## src/rtl/gbuf_read_arbiter.sv

```systemverilog
// gbuf_read_arbiter
//   Shares the global-buffer read port among N_REQ processing elements. Requesters
//   are served round-robin. Each grant issues one locked burst of len+1 consecutive
//   read beats starting at the requester's base address. The owner then gets a
//   one-cycle done pulse.
//
// Ports
//   clk_i         rising-edge clock
//   rst_i         synchronous active-high reset
//   req_i         per-PE burst request, held until the PE sees its done pulse
//   req_addr_i    per-PE base address, PE i at [i*ADDR_WIDTH +: ADDR_WIDTH]
//   req_len_i     per-PE burst length minus one, PE i at [i*LEN_WIDTH +: LEN_WIDTH]
//   gbuf_ready_i  buffer accepts the presented beat this cycle
//   gbuf_ren_o    read-beat valid toward the buffer
//   gbuf_addr_o   address of the presented beat
//   grant_o       one-hot port owner, zero when idle
//   done_o        one-cycle pulse to the owner after its last beat is accepted
//   busy_o        high while a burst or its done cycle is in progress
//
// Every output is a register, so no input reaches an output combinationally.
module gbuf_read_arbiter #(
    parameter int unsigned N_REQ      = 4,
    parameter int unsigned ADDR_WIDTH = 8,
    parameter int unsigned LEN_WIDTH  = 4
) (
    input  logic                          clk_i,
    input  logic                          rst_i,
    input  logic [N_REQ-1:0]              req_i,
    input  logic [N_REQ*ADDR_WIDTH-1:0]   req_addr_i,
    input  logic [N_REQ*LEN_WIDTH-1:0]    req_len_i,
    input  logic                          gbuf_ready_i,
    output logic                          gbuf_ren_o,
    output logic [ADDR_WIDTH-1:0]         gbuf_addr_o,
    output logic [N_REQ-1:0]              grant_o,
    output logic [N_REQ-1:0]              done_o,
    output logic                          busy_o
);

    localparam int unsigned IdxW = (N_REQ > 1) ? $clog2(N_REQ) : 1;

    typedef enum logic [1:0] {
        StIdle,
        StBurst,
        StDone
    } state_e;

    state_e                 state_q;
    logic [IdxW-1:0]        ptr_q;
    logic [IdxW-1:0]        winner_q;
    logic [ADDR_WIDTH-1:0]  base_q;
    logic [LEN_WIDTH-1:0]   len_q;
    logic [LEN_WIDTH-1:0]   beat_cnt_q;

    logic                   ren_q;
    logic [ADDR_WIDTH-1:0]  addr_q;
    logic [N_REQ-1:0]       grant_q;
    logic [N_REQ-1:0]       done_q;
    logic                   busy_q;

    logic                   win_valid;
    logic [IdxW-1:0]        win_idx;
    logic [IdxW-1:0]        cand;
    logic [ADDR_WIDTH-1:0]  win_addr;
    logic [LEN_WIDTH-1:0]   win_len;

    function automatic logic [N_REQ-1:0] onehot(input logic [IdxW-1:0] idx);
        logic [N_REQ-1:0] v;
        v      = '0;
        v[idx] = 1'b1;
        return v;
    endfunction

    // Round-robin search. Offsets are walked from the farthest to the nearest, so the
    // set bit closest to ptr_q (cyclically) is the last one written and wins.
    always_comb begin
        win_valid = 1'b0;
        win_idx   = '0;
        cand      = '0;
        for (int i = int'(N_REQ) - 1; i >= 0; i--) begin
            cand = IdxW'((int'(ptr_q) + i) % int'(N_REQ));
            if (req_i[cand]) begin
                win_valid = 1'b1;
                win_idx   = cand;
            end
        end
    end

    // Select the winner's address and length fields with constant part-selects.
    always_comb begin
        win_addr = '0;
        win_len  = '0;
        for (int i = 0; i < int'(N_REQ); i++) begin
            if (win_idx == IdxW'(i)) begin
                win_addr = req_addr_i[i*ADDR_WIDTH +: ADDR_WIDTH];
                win_len  = req_len_i[i*LEN_WIDTH +: LEN_WIDTH];
            end
        end
    end

    always_ff @(posedge clk_i) begin
        if (rst_i) begin
            state_q    <= StIdle;
            ptr_q      <= '0;
            winner_q   <= '0;
            base_q     <= '0;
            len_q      <= '0;
            beat_cnt_q <= '0;
            ren_q      <= 1'b0;
            addr_q     <= '0;
            grant_q    <= '0;
            done_q     <= '0;
            busy_q     <= 1'b0;
        end else begin
            unique case (state_q)
                StIdle: begin
                    done_q <= '0;
                    if (win_valid) begin
                        state_q    <= StBurst;
                        winner_q   <= win_idx;
                        base_q     <= win_addr;
                        len_q      <= win_len;
                        beat_cnt_q <= '0;
                        ren_q      <= 1'b1;
                        addr_q     <= win_addr;
                        grant_q    <= onehot(win_idx);
                        busy_q     <= 1'b1;
                    end
                end

                // Request inputs are not looked at here: the burst is locked to the
                // values captured at grant time.
                StBurst: begin
                    if (ren_q && gbuf_ready_i) begin
                        if (beat_cnt_q == len_q) begin
                            state_q <= StDone;
                            ren_q   <= 1'b0;
                            addr_q  <= '0;
                            grant_q <= '0;
                            done_q  <= onehot(winner_q);
                        end else begin
                            beat_cnt_q <= beat_cnt_q + LEN_WIDTH'(1);
                            // Address wraps modulo 2^ADDR_WIDTH.
                            addr_q     <= base_q + ADDR_WIDTH'(beat_cnt_q) + ADDR_WIDTH'(1);
                        end
                    end
                end

                StDone: begin
                    state_q <= StIdle;
                    done_q  <= '0;
                    busy_q  <= 1'b0;
                    ptr_q   <= (winner_q == IdxW'(N_REQ - 1)) ? '0 : winner_q + IdxW'(1);
                end

                default: begin
                    state_q <= StIdle;
                    ren_q   <= 1'b0;
                    grant_q <= '0;
                    done_q  <= '0;
                    busy_q  <= 1'b0;
                end
            endcase
        end
    end

    assign gbuf_ren_o  = ren_q;
    assign gbuf_addr_o = addr_q;
    assign grant_o     = grant_q;
    assign done_o      = done_q;
    assign busy_o      = busy_q;

endmodule

```

## config.mk

```make
export PLATFORM = sky130hd
export DESIGN_NAME = gbuf_read_arbiter
export DESIGN_NICKNAME = d
export VERILOG_FILES = /design/src/rtl/gbuf_read_arbiter.sv
export SDC_FILE = /design/constraint.sdc
export NUM_CORES = 1
export LEC_CHECK = 0
export BUFFER_PORTS_ARGS = -buffer_cell sky130_fd_sc_hd__buf_2
export CORE_MARGIN = 4
export CORE_UTILIZATION = 52
export CTS_CLUSTER_SIZE = 16
export DETAILED_ROUTE_END_ITERATION = 10
export PLACE_DENSITY_LB_ADDON = 0.25
export RECOVER_POWER = 50
export SLEW_MARGIN = 20
export SYNTH_ARGS = -nofsm -noshare
export SYNTH_HDL_FRONTEND = slang
export SYNTH_SLANG_ARGS = --single-unit
```

## constraint.sdc

```tcl
create_clock -name clk_i -period 2.7 [get_ports clk_i]
set_input_delay 0.27 -clock clk_i [delete_from_list [all_inputs] [get_ports clk_i]]
set_output_delay 0.27 -clock clk_i [all_outputs]
set_load 0.01 [all_outputs]
```

==> results.tsv, run 1 <==
metric	value	unit
status	complete, no violations	
Die Y	76.2	µm
Worst Path Arrival	2430	ps
# hold bufs at CTS	0	
CTS resizes	0	
# DRC	0	
clk slew on worst S/H paths	80	ps
period utilisation layout	0.851	
Layout fillers	381	
via density per instance	5.98	
crit path kind	reg -> reg	
CTS tree	done	
vias in the first global route	2130	
WL/cell	16.1	µm
Netlist cell types	54	
unrepaired setup endpoints after global routing	no	
clk buf depth	2	
Final WS setup	402	ps
f_max	0.435	GHz
worst-path maximum fanout	23	
Synth Flop Type	dfxtp_1	
sequential-to-total area share from yosys stat	0.331	
Port Buffers	72	
Final Cell Area	2880	µm²
most frequent cells after synthesis	44 x nor2_1, 40 x dfxtp_1, 16 x nand2_1, 15 x mux2i_1	
post-synthesis area per instance	8.88	µm²
Required @ worst endpoint	2830	ps
Starting Density	0.547	
min Tclk post-route	2300	ps
Row Count	24	
most frequent cell after synthesis	nor2_1	
worst path cell trace	and2_1 > o221ai_2 > and2_2 > mux2_2 > a221oi_1 > a211oi_1	
Die Wd	76.2	µm
Syn. warnings	0	
post-route setup TNS	0	ps
Pwr Density	632	nW/µm²
GRT Util Overall	0.213	
total core area	4410	µm²
Leak	1.26	nW
top post-synthesis cells by area	dfxtp_1 33%, nor2_1 6.8%, mux2i_1 6.2%	
Max Cap Viol	0	
DP HPWL	4780	µm
pin count of the biggest net entering global routing	26	
CP Capture Type	register	
Worst Hold Class	in -> reg	
die area	5800	µm²
drt initial violations	215	
CP startpoint kind	register	
post-route ant nets	0	
Routability Congestion	0.899	
Slew @ Worst Pin	1080	ps
clk sink count	40	
fin. max-slew vios	0	
Cells after Synth	272	
skew final	4.94	ps
H-tree levels	2	
DP Worst Slack	554	ps
slowest stage cell, crit path	and2_2	
Mapped Nets	337	
Slew headroom	0.279	
first-pass iteration count of the detailed router	7	
Power Total	1.82	mW
clk_lat worst skew	300	ps
Area after DPL	2780	µm²
Area Growth Syn to Fin	19.2	%
post-synth top area share	0.331	
Mapped Area	2420	µm²
layout cells sized above 1	0.255	
Final setup viols	0	
DR vias	2352	
final hold viol count	0	
area of the multi-input gates	1490	µm²
top cell type by total area after synthesis	dfxtp_1	
overall routed net length	6310	µm
initial antenna violation count	0	
synthesized flop and latch total	40	
ant diodes	0	
number of synthesized flops with an enable pin	0	
Final #Nets	405	
slowest stage delay, CP	560	ps
first-pass GRT wire length	10200	µm
ys async rst share	0	
Ports	73	
Worst VDD drop	0.000325	V
Overflow after GRT	0	
Root Buffer Master	clkbuf_8	
Post-CTS Setup Inserts	0	
CTS Buf Count	5	
Sequential Area	801	µm²
registers in the layout (all words and copies together), names as in the netlist:
name,count
ptr_q,2
done_o,4
gbuf_ren_o,1
base_q,8
len_q,4
busy_o,1
beat_cnt_q,4
state_q,2
grant_o,4
gbuf_addr_o,8
winner_q,2
kinds of logic (layout without fill, tap and decap cells):
| logic type | after synthesis | in the layout | synth area share |
|---|---|---|---|
| adders and majority gates | 10 | 10 | 0.0549 |
| DFF | 40 | 40 | 0.331 |
| and+or+nand+nor | 93 | 93 | 0.183 |
| buffers and inverters | 24 | 93 | 0.0523 |
| muxes | 31 | 31 | 0.148 |
| AOI/OAI and AO/OA | 63 | 63 | 0.191 |
| xor gates and xnor gates | 11 | 11 | 0.0399 |
metrics by stage:
step,util,cells,hold WS (ps)
6_report,0.652,393,266
5_1_grt,0.652,393,293
4_1_cts,0.659,393,267
3_5_place_dp,0.630,385,460
3_3_place_gp,0.630,385,454
2_1_floorplan,-,272,448
worst paths after layout:
path,from,end,slack (ps),cells after the start
max,ptr_q[1]$_SDFFE_PP0P_,gbuf_addr_o[0]$_SDFFE_PP0P_,400,6
min,req_len_i[13],len_q[1]$_SDFFE_PP0P_,270,3
max reg2reg,ptr_q[1]$_SDFFE_PP0P_,gbuf_addr_o[0]$_SDFFE_PP0P_,400,6
min reg2reg,base_q[7]$_SDFFE_PP0P_,base_q[7]$_SDFFE_PP0P_,470,2
where the power goes:
part	switching [mW]	leakage (nW)	internal, mW
registers	0.0632	0.329	0.666
clock network	0.217	0.0645	0.326
logic	0.317	0.863	0.232
critical path: cells and delay by family (launching register included):
family,cells,cell delay [ps]
AOI/OAI and AO/OA,3,610
muxes,1,420
and+or+nand+nor,2,730
DFF,1,370
layout by cell type, fill, tap and decap left out, types with 2 or more instances in the layout:
| cell | Yosys | routed |
|---|---|---|
| nand2_1 | 16 | 16 |
| a2111oi_0 | 3 | 3 |
| dfxtp_1 | 40 | 40 |
| nor3_1 | 5 | 5 |
| xnor2_1 | 4 | 4 |
| inv_1 | 7 | 7 |
| mux2i_1 | 15 | 15 |
| nand2b_1 | 3 | 3 |
| a211oi_1 | 7 | 7 |
| xor2_1 | 7 | 7 |
| nor2b_1 | 3 | 3 |
| buf_4 | 1 | 4 |
| o21ai_0 | 9 | 9 |
| a22oi_1 | 3 | 3 |
| a32oi_1 | 4 | 4 |
| a311oi_1 | 4 | 4 |
| nand3b_1 | 6 | 6 |
| or3_1 | 2 | 2 |
| a21oi_1 | 11 | 11 |
| clkbuf_8 | 0 | 7 |
| mux2_4 | 7 | 7 |
| buf_2 | 1 | 53 |
| clkbuf_1 | 11 | 20 |
| nor2_1 | 44 | 44 |
| and3_1 | 3 | 3 |
| a21o_1 | 3 | 3 |
| o22ai_1 | 3 | 3 |
| a211o_1 | 3 | 3 |
| mux2_2 | 9 | 9 |
| a222oi_1 | 3 | 3 |
| ha_1 | 9 | 9 |
area by class of cell:
class,count,area share
inverter,8,0.0104
multi-input combinational,208,0.517
clock buffer,7,0.0334
tap,52,0.0226
clock inverter,1,0.0104
sequential,40,0.278
timing repair buffer,77,0.129
metal layers:
layer,GRT usage,share of wire,up-vias,wire [µm]
li1,-,-,1120,-
met1,0.308,0.46,1107,2890
met2,0.324,0.45,117,2830
met3,0.0343,0.082,8,519
met4,0.0629,0.011,0,68
met5,0,0,-,0
Note: power is estimated with default switching activity, not from simulation.
==> run 2: changes to the inputs <==
--- a/config.mk
+++ b/config.mk
@@ -7,11 +7,12 @@
 export LEC_CHECK = 0
 export BUFFER_PORTS_ARGS = -buffer_cell sky130_fd_sc_hd__buf_2
 export CORE_MARGIN = 4
-export CORE_UTILIZATION = 52
+export CORE_UTILIZATION = 47
 export CTS_CLUSTER_SIZE = 16
 export DETAILED_ROUTE_END_ITERATION = 10
 export PLACE_DENSITY_LB_ADDON = 0.25
 export RECOVER_POWER = 50
+export REMOVE_ABC_BUFFERS = 1
 export SLEW_MARGIN = 20
 export SYNTH_ARGS = -nofsm -noshare
 export SYNTH_HDL_FRONTEND = slang
==> constraint.sdc (replaced) <==
create_clock -name clk_i -period 2.1 [get_ports clk_i]
set_input_delay 0.21 -clock clk_i [delete_from_list [all_inputs] [get_ports clk_i]]
set_output_delay 0.21 -clock clk_i [all_outputs]
set_load 0.01 [all_outputs]
==> results.tsv, run 2 (synthesis results as in run 1) <==
metric	value	unit	change
Max Cap Viol	0		unchanged
Routability Congestion	0.865		-3.8%
Final setup viols	0		unchanged
GRT Util Overall	0.204		-0.00894
Worst Path Arrival	2210	ps	-220 ps
# DRC	0		unchanged
Area after DPL	2850	µm²	+2.5%
clk slew on worst S/H paths	90	ps	about the same
DP Worst Slack	-0.601	ps	-555 ps
drt initial violations	145		-33%
min Tclk post-route	2000	ps	-299 ps
ant diodes	0		unchanged
worst-path maximum fanout	2		-91%
Final #Nets	414		+2.2%
Final Cell Area	2980	µm²	+3.6%
leading cell types in the layout, fill and taps excluded	54 x buf_2, 42 x nor2_1, 39 x dfxtp_1		
final hold viol count	0		unchanged
WL/cell	15.9	µm	-1.1%
pin count of the biggest net entering global routing	25		-3.8%
layout cells sized above 1	0.297		+0.0420
initial antenna violation count	0		unchanged
Leak	1.30	nW	+3.8%
Slew headroom	0.541		+0.262
post-route ant nets	0		unchanged
post-route setup TNS	0	ps	unchanged
Required @ worst endpoint	2310	ps	-520 ps
clk sink count	40		unchanged
vias in the first global route	2111		-0.89%
CP Capture Type	register		
Pwr Density	783	nW/µm²	+24%
clk_lat worst skew	290	ps	about the same
H-tree levels	2		unchanged
fin. max-slew vios	0		unchanged
status	complete, no violations		
crit path kind	reg -> reg		
skew final	11.8	ps	+6.90 ps
Root Buffer Master	clkbuf_8		
Die Y	79.7	µm	+4.6%
CP startpoint kind	register		
Slew @ Worst Pin	687	ps	-390 ps
unrepaired setup endpoints after global routing	yes		
Ports	73		unchanged
most common cell after layout, fill and taps aside	buf_2		
via density per instance	5.43		-9.2%
f_max	0.500	GHz	+15%
CTS Buf Count	5		unchanged
Die Wd	79.7	µm	+4.6%
Worst Hold Class	in -> reg		
Final WS setup	101	ps	-301 ps
DP HPWL	4730	µm	-0.91%
total core area	4850	µm²	+9.8%
Area Growth Syn to Fin	23.5	%	
first-pass iteration count of the detailed router	4		-3
overall routed net length	6630	µm	+4.9%
die area	6350	µm²	+9.5%
first-pass GRT wire length	10200	µm	-0.81%
Overflow after GRT	0		unchanged
Row Count	25		+4.2%
Starting Density	0.498		-0.0490
Port Buffers	72		unchanged
CTS tree	done		
period utilisation layout	0.952		+0.101
Worst VDD drop	0.000481	V	+48%
DR vias	2266		-3.7%
clk buf depth	2		unchanged
==> run 2: changes by cell type in the layout (fill, tap and decap cells not counted), moves of 2 or more <==
cell / change
buf_4: +7
and2_4: +2
nor2_1: -2
nor2_2: +2
==> run 2: stage by stage <==
stage,hold WS (ps),std cells,util,power (mW)
2_1_floorplan,279,256,-,1.40
3_3_place_gp,457,406,0.588,1.67
3_5_place_dp,467,406,0.588,1.68
4_1_cts,202,414,0.613,2.34
5_1_grt,235,417,0.615,2.48
6_report,206,417,0.615,2.34
==> run 2: area by class of cell <==
type / count / area [µm²]
clock buffers: 6 / 82.6
clock inverters: 2 / 38.8
fillers: 446 / 1860
inverters: 8 / 30.0
multi-input cells: 210 / 1520
flip-flops and latches: 40 / 802
well taps: 67 / 83.8
repair buffers: 84 / 424
==> run 2: routing by layer <==
layer | global-route usage | part of all wire | routed length [µm]
met1 | 0.276 | 0.45 | 2990
met2 | 0.342 | 0.49 | 3270
met3 | 0.0327 | 0.051 | 338
met4 | 0.0412 | 0.0032 | 21
met5 | 0 | 0 | 0
==> run 2: critical path: stages (launching register included) <==
cell and delay (ps):
dfxtp_1 310, inv_1 70, ha_1 160, inv_1 60
fa_2 350, a21o_1 200, a21oi_2 180, nor2_1 70
xnor2_1 120, o32a_1 170, a311oi_1 240
==> run 2: power by group <==
group	internal [mW]	switching, mW
Combinational	0.322	0.424
Sequential	0.856	0.0675
Clock	0.389	0.280
Total	1.57	0.771
==> run 2: repair_timing <==
item,4_1_cts,5_1_grt
setup endpoints to repair,0,7
resized for setup,0,6
setup buffers,0,1
endpoints found under the hold margin,0,0
hold buffers,0,0
==> run 2: worst paths after layout <==
path,startpoint,to,slack (ps),depth (start not counted)
hold reg to reg,base_q[7]$_SDFFE_PP0P_,base_q[7]$_SDFFE_PP0P_,470,2
setup reg to reg,beat_cnt_q[0]$_SDFFE_PP0P_,gbuf_addr_o[6]$_SDFFE_PP0P_,100,10
setup / recovery,beat_cnt_q[0]$_SDFFE_PP0P_,gbuf_addr_o[6]$_SDFFE_PP0P_,100,10
hold / removal,req_len_i[14],len_q[2]$_SDFFE_PP0P_,210,3
